===== src/rtl/filter_mode_sequencer.sv =====
// Filter mode sequencer: debounced "next" button, frame-aligned filter switching.
// Optional slideshow cycling is built when FILTER_AUTO_CYCLE_EN is defined.
module filter_mode_sequencer #(
    parameter int NUM_MODES       = 4,
    parameter int DEBOUNCE_CYCLES = 1000000,
    parameter int AUTO_FRAMES     = 120
) (
    input  logic       i_clk,
    input  logic       i_reset,
    input  logic       i_btn_next,
    input  logic       i_sw_enable,
    input  logic       i_auto_mode,
    input  logic       i_frame_start,
    output logic [1:0] o_filter_sel,
    output logic       o_invert_en,
    output logic       o_pending,
    output logic [1:0] o_mode_idx
);

    localparam int DEB_W = (DEBOUNCE_CYCLES > 1) ? $clog2(DEBOUNCE_CYCLES) : 1;
    localparam logic [DEB_W-1:0] DEB_LAST  = DEB_W'(DEBOUNCE_CYCLES - 1);
    localparam logic [1:0]       LAST_MODE = 2'(NUM_MODES - 1);

    typedef enum logic {
        IDLE    = 1'b0,
        PENDING = 1'b1
    } state_t;

    state_t           r_state;
    logic             r_btnMeta;
    logic             r_btnSync;
    logic             r_swMeta;
    logic             r_swSync;
    logic             r_btnDeb;
    logic             r_btnDebD;
    logic [DEB_W-1:0] r_debCnt;
    logic [1:0]       r_modeIdx;
    logic [1:0]       r_filterSel;
    logic             r_invertEn;
    logic             r_pending;

    logic             w_btnReq;
    logic             w_autoReq;
    logic             w_request;
    logic [1:0]       w_nextMode;
    logic [1:0]       w_newMode;

    always_ff @(posedge i_clk) begin
        if (i_reset) begin
            r_btnMeta <= 1'b0;
            r_btnSync <= 1'b0;
            r_swMeta  <= 1'b0;
            r_swSync  <= 1'b0;
        end else begin
            r_btnMeta <= i_btn_next;
            r_btnSync <= r_btnMeta;
            r_swMeta  <= i_sw_enable;
            r_swSync  <= r_swMeta;
        end
    end

    // The debounced level only follows the synced button after it has disagreed
    // for DEBOUNCE_CYCLES consecutive cycles; any agreement restarts the count.
    always_ff @(posedge i_clk) begin
        if (i_reset) begin
            r_btnDeb  <= 1'b0;
            r_btnDebD <= 1'b0;
            r_debCnt  <= '0;
        end else begin
            r_btnDebD <= r_btnDeb;
            if (r_btnSync == r_btnDeb) begin
                r_debCnt <= '0;
            end else if (r_debCnt == DEB_LAST) begin
                r_btnDeb <= r_btnSync;
                r_debCnt <= '0;
            end else begin
                r_debCnt <= r_debCnt + 1'b1;
            end
        end
    end

    assign w_btnReq = r_btnDeb & ~r_btnDebD;

`ifdef FILTER_AUTO_CYCLE_EN
    localparam int AF_W = (AUTO_FRAMES > 1) ? $clog2(AUTO_FRAMES) : 1;
    localparam logic [AF_W-1:0] AUTO_LAST = AF_W'(AUTO_FRAMES - 1);

    logic            r_autoMeta;
    logic            r_autoSync;
    logic [AF_W-1:0] r_frameCnt;

    // Frames are only counted while nothing is queued, so the frame that applies
    // an auto advance is not counted towards the next one.
    always_ff @(posedge i_clk) begin
        if (i_reset) begin
            r_autoMeta <= 1'b0;
            r_autoSync <= 1'b0;
            r_frameCnt <= '0;
        end else begin
            r_autoMeta <= i_auto_mode;
            r_autoSync <= r_autoMeta;
            if (!r_autoSync) begin
                r_frameCnt <= '0;
            end else if (i_frame_start && (r_state == IDLE)) begin
                if (r_frameCnt == AUTO_LAST) begin
                    r_frameCnt <= '0;
                end else begin
                    r_frameCnt <= r_frameCnt + 1'b1;
                end
            end
        end
    end

    assign w_autoReq = r_autoSync & i_frame_start & (r_state == IDLE) &
                       (r_frameCnt == AUTO_LAST);
`else
    logic w_unusedAuto;
    assign w_unusedAuto = i_auto_mode;
    assign w_autoReq    = 1'b0;
`endif

    assign w_request  = w_btnReq | w_autoReq;
    assign w_nextMode = (r_modeIdx == LAST_MODE) ? 2'd0 : r_modeIdx + 2'd1;
    assign w_newMode  = ((r_state == PENDING) && i_frame_start) ? w_nextMode : r_modeIdx;

    // Mode advances and filter outputs only ever change on a frame_start cycle.
    always_ff @(posedge i_clk) begin
        if (i_reset) begin
            r_state     <= IDLE;
            r_modeIdx   <= 2'd0;
            r_filterSel <= 2'd0;
            r_invertEn  <= 1'b0;
            r_pending   <= 1'b0;
        end else begin
            case (r_state)
                IDLE: begin
                    if (w_request) begin
                        r_state   <= PENDING;
                        r_pending <= 1'b1;
                    end
                end
                PENDING: begin
                    if (i_frame_start) begin
                        r_state   <= IDLE;
                        r_pending <= 1'b0;
                        r_modeIdx <= w_nextMode;
                    end
                end
                default: begin
                    r_state   <= IDLE;
                    r_pending <= 1'b0;
                end
            endcase
            if (i_frame_start) begin
                r_filterSel <= r_swSync ? w_newMode : 2'd0;
                r_invertEn  <= r_swSync && (w_newMode == 2'd1);
            end
        end
    end

    assign o_filter_sel = r_filterSel;
    assign o_invert_en  = r_invertEn;
    assign o_pending    = r_pending;
    assign o_mode_idx   = r_modeIdx;

endmodule


===== config.mk =====
export PLATFORM = sky130hd
export DESIGN_NAME = filter_mode_sequencer
export DESIGN_NICKNAME = d
export VERILOG_FILES = /design/src/rtl/filter_mode_sequencer.sv
export SDC_FILE = /design/constraint.sdc
export NUM_CORES = 1
export LEC_CHECK = 0
export ABC_AREA = 1
export CAP_MARGIN = 20
export CELL_PAD_IN_SITES_DETAIL_PLACEMENT = 2
export CELL_PAD_IN_SITES_GLOBAL_PLACEMENT = 2
export CORE_ASPECT_RATIO = 0.75
export CORE_UTILIZATION = 32
export CTS_CLUSTER_SIZE = 10
export DETAILED_ROUTE_END_ITERATION = 8
export GPL_ROUTABILITY_DRIVEN = 0
export PLACE_DENSITY_LB_ADDON = 0.1
export SLEW_MARGIN = 20
export SYNTH_ARGS = -nofsm -noshare
export SYNTH_HDL_FRONTEND = slang
export SYNTH_SLANG_ARGS = --single-unit

===== constraint.sdc =====
create_clock -name i_clk -period 2.1 [get_ports i_clk]
set_clock_uncertainty 0.1 [all_clocks]
set_input_delay 0.315 -clock i_clk [delete_from_list [all_inputs] [get_ports i_clk]]
set_output_delay 0.315 -clock i_clk [all_outputs]
set_load 0.02 [all_outputs]

==> impl_metrics.csv <==
group,metric,value,unit
status,status,"finished clean",
detailed_routing,firstDrtPassIters,4,
worst_setup_path,crit_type,"flop to flop",
floorplanning,core,4519,um^2
timing,timing.final.crit_period,1.717,ns
timing,rsz0062_at_grt,"no",
timing,slew_headroom,73.18,%
min_path,hold_depth,2,
grt,grt_max_degree,20,
detailed_routing,num_vias,1344,
grt,antenna_found_initial,0,
floorplanning,pin_count,12,
yosys,synth_area,1530,um^2
final_layout,area_growth,15.29,%
grt,track_usage,18.58,%
timing,tightest_slew,0.3981,ns
floorplanning,floorplan.initialDensity,33.86,%
floorplanning,die_y,61.89,um
detailed_routing,drt_iter0_drc,34,
yosys,avgSynthCellArea,7.184,um^2
detailed_routing,drt-total-wl,4125,um
yosys,ys_seq_area_share,43.17,%
detailed_routing,postRouteAntennaNets,0,
clocking,cts_root_buf,"clkbuf_8",
detailed_routing,drc,0,
worst_setup_path,path_max_fanout,19,
clocking,htreeDepth,2,
detailed_routing,post_drt_wl_per_cell,14.37,um
clocking,ctsHoldBuffers,0,
timing,post-route-period-util,81.75,%
final_layout,n_antenna_cell,0,
worst_setup_path,cp.required,2.17,ns
clocking,cts_made_buffers,5,
timing,setup_viol,0,
grt,grt_use_met1,24.56,%
grt,busiest_layer,"met2",
grt,met2_usage,29.52,%
clocking,clk_path_buf_depth,2,
power_and_ir_drop,p_leak,0.0006354,uW
timing,fin_tns_setup,0,ns
worst_setup_path,reg2reg_depth,8,
placed_design,numPortBuffers,10,
grt,use_met3,4.818,%
grt,grt-ovfl-total,0,
grt,first_global_vias,1417,
final_layout,largest_reg_flops,20,
clocking,clk_transition_reported_paths,0.07,ns
clocking,cts_tree,"yes",
clocking,clkSinkCount,33,
timing,timing.hold.ws,0.3118,ns
yosys,synthCells,213,
worst_setup_path,endpoint_kind,"flop",
power_and_ir_drop,power.density,643.0,nW/um^2
final_layout,top_register,"r_debCnt",
worst_setup_path,cp_data_arrival_time,1.79,ns
placed_design,post_dp_cell_area,1682,um^2
floorplanning,die_area,5065,um^2
timing,fmax,582.5,MHz
detailed_routing,drt-vias-per-instance,4.683,
yosys,ys_types,23,
grt,grt_pass1_wl,6713,um
final_layout,fin_nets,237,
worst_setup_path,cp-start-kind,"flop",
floorplanning,placementRows,21,
clocking,post-cts-setup-buffers,0,
power_and_ir_drop,peakVddDrop,0.2998,mV
placed_design,place_hpwl,3222,um
final_layout,fin_area,1764,um^2
timing,hold_violations,0,
clocking,cts.repair.resized,0,
yosys,syn_nets,221,
floorplanning,die_width,81.85,um
min_path,min-delay-path-class,"flop to flop",
final_layout,layout-drive-gt1-share,10.43,%
yosys,ys_warn_count,0,
clocking,clock_latency,0.29,ns
yosys,ys_ff_latch,33,
timing,final-max-slew-violation-count,0,
job,maxCapViolations,0,
final_layout,final_util,39.04,%
==> synthesized netlist by cell type, drive strengths merged <==
cell,instances,area [um^2]
nand2,50,207.7
xnor2,2,17.52
xor2,6,52.55
nand3b,1,7.510
o21ai,5,25.02
o21bai,2,15.01
ha,2,25.02
inv,31,116.4
nand4,2,12.51
nand3,14,70.07
nor2,47,206.5
buf,2,27.53
a21oi,13,68.82
dfxtp,33,660.6
nor3,1,5.000
or2,2,12.51
==> routing by layer <==
layer / part of all wire, % / wire length [um]
met5: 0 / 0
met4: 1.3 / 53
met3: 2.5 / 102
met2: 45 / 1841
met1: 52 / 2128
==> final cells by class <==
| class | instances | area, um^2 |
|---|---|---|
| inverters | 31 | 116.4 |
| well taps | 57 | 71.32 |
| multi-input cells | 147 | 725.7 |
| flip-flops and latches | 33 | 660.6 |
| repair buffers | 11 | 107.6 |
| clock inverters | 2 | 10.01 |
| clock buffers | 6 | 72.57 |
| fillers | 551 | 2755 |
==> worst max-delay path: stages, from the launching register on <==
cell and delay [ns]:
dfxtp_1 0.37, ha_1 0.21, nand2_2 0.09, nor2_4 0.16, nand2_4 0.09, nor2_4 0.14, nand2_2 0.09, nand2_4 0.24
a21oi_1 0.09
==> where the power goes <==
part | total [uW] | internal [uW] | switching, uW
Sequential | 631 | 630 | 1.74
Combinational | 27.8 | 11.7 | 16.1
Clock | 475 | 230 | 245
Total | 1130 | 871 | 263
==> cells by family after synthesis <==
family                   share of synthesized area, %
buffers and inverters                           9.403
AO/OA/AOI/OAI                                   7.113
adder cells (fa/ha/maj)                         1.635
flip-flops                                      43.17
AND/OR/NAND/NOR                                 34.10
XOR/XNOR                                        4.579
==> through the flow <==
| step | power, uW | cells | setup WS, ns |
|---|---|---|---|
| after floorplan | 662.3 | 213 | 0.5949 |
| after global placement | 672.5 | 279 | 0.3479 |
| after detailed placement | 674.8 | 279 | 0.3049 |
| after CTS | 1150 | 287 | 0.3687 |
| after global routing | 1179 | 287 | 0.2632 |
| final | 1134 | 287 | 0.3833 |
==> placed cells by master, fill, tap and decap left out, drive strengths merged, types with 5 or more instances in the layout <==
master         instances
o21ai                  5
clkbuf                 6
inv                   31
nand2                 50
nor2                  47
clkdlybuf4s50         10
dfxtp                 33
xor2                   6
nand3                 14
a21oi                 13
==> final timing paths <==
check,endpoint,from,slack [ns]
worst max register to register,r_debCnt[11],r_debCnt[0],0.38
worst max-delay path,r_debCnt[11],r_debCnt[0],0.38
worst min-delay path,r_btnSync,r_btnMeta,0.31
worst min register to register,r_btnSync,r_btnMeta,0.31
Note: power is estimated with default switching activity, not from simulation.
==> RTL change, RTL diff (same settings) <==
The option `FILTER_AUTO_CYCLE_EN` is turned on by a define.
--- a/src/rtl/filter_mode_sequencer.sv
+++ b/src/rtl/filter_mode_sequencer.sv
@@ -2,2 +2,4 @@
 // Optional slideshow cycling is built when FILTER_AUTO_CYCLE_EN is defined.
+`define FILTER_AUTO_CYCLE_EN
+
 module filter_mode_sequencer #(
Function: no difference found for any inputs over 10 cycles, from zero or initial values and one cycle with i_reset high; that may be too few to reach the edited logic, so the function may still have changed.
==> RTL change against the unedited design <==
- wire length rose by 26%
- critical path depth unchanged
- setup slack worse by 86 ps
- sequential cell count grew 9
- design area up 28%
- combinational power increased by 47%
- power up 31%
- synthesized area grew 28%
- synthesized cell count rose by 37%
- global-route usage decreased by 0.78 points
==> RTL change: results (changes against the unedited design) <==
stage;metric;value;unit;change
status;status;completed;;
clock_tree;Clock Sinks;42;;+27%
grt;GRT Resource Usage Total;17.8;%;-0.78 points
grt;GR met3 Demand/Resource;3.62;%;-1.2 points
routing;routed len/inst;13.4;um;-6.6%
cells_and_area;layout cells sized above 1;5.83;%;-4.6 points
cells_and_area;NumNets Final;317;;+34%
routing;length of routed met3 wiring;167;um;+64%
power_and_ir_drop;sw frac;21.0;%;-2.2 points
cells_and_area;Multi-input gate area;943;sq um;+30%
logic_synthesis;Synth cell types;22;;-4.3%
placement;placed insts;379;;+36%
logic_synthesis;xor-xnor portion of the synthesized cell area;3.59;%;-0.99 points
logic_synthesis;Gate Count Post-Synth;291;;+37%
cells_and_area;inverters;41;;+32%
power_and_ir_drop;Leak;0.000783;uW;+23%
grt;met1 usage;25.7;%;+1.2 points
critical_path;Arrival @ worst endpoint;1880;ps;+90 ps
critical_path;r2r setup slk;300;ps;-90 ps
grt;met2 Resource Use GR;26.0;%;-3.6 points
power_and_ir_drop;clock network power;641;uW;+35%
logic_synthesis;complex-gate fraction of the synthesized area;5.12;%;-2.0 points
sta;worst slew pin tran;424;ps;+26.4 ps
logic_synthesis;sequential-to-total area share from yosys stat;43.0;%;-0.12 points
logic_synthesis;Syn Nets;300;;+36%
cells_and_area;multi-input gates;206;;+40%
critical_path;max incr delay on CP;420;ps;+50 ps
cells_and_area;NonClk Buf Share;5.20;%;-0.89 points
routing;DRT met1 WL;2.74;mm;+29%
logic_synthesis;most frequent cells after synthesis;74 x nand2_1, 62 x nor2_1, 42 x dfxtp_1;;
routing;metal2 WL;2.21;mm;+20%
routing;Total Wirelength;5.20;mm;+26%
placement;Buffers on Ports;11;;+1
RTL change: cell count changes in the layout (fill, tap and decap cells not counted), sizes merged, moves of 2 or more:
cell,delta
o21bai,-2
a21oi,+2
nor3,+5
nand3,+8
inv,+10
dfxtp,+9
clkinv,-2
nor2,+19
nand2,+25
RTL change: worst min path at each step:
stage                             to  slack (ps)  depth (start not counted)
2_1_floorplan  r_autoSync$_SDFF_PP0_         290                          2
3_3_place_gp    r_btnSync$_SDFF_PP0_         290                          2
3_5_place_dp    r_btnSync$_SDFF_PP0_         300                          2
4_1_cts         r_btnSync$_SDFF_PP0_         310                          2
5_1_grt         r_btnSync$_SDFF_PP0_         330                          2
6_report         r_swSync$_SDFF_PP0_         310                          2
RTL change: metrics by stage:
step                setup WS [ps]  util, %  hold WS (ps)  power (uW)  cell area (sq um)
finish                        297     38.6           310        1490               2260
global route                  124     38.6           335        1540               2260
CTS                           256     38.6           314        1520               2260
detailed placement            152     36.8           301         865               2150
global placement              191     36.8           292         864               2150
floorplan                     571        -           288         845               1950
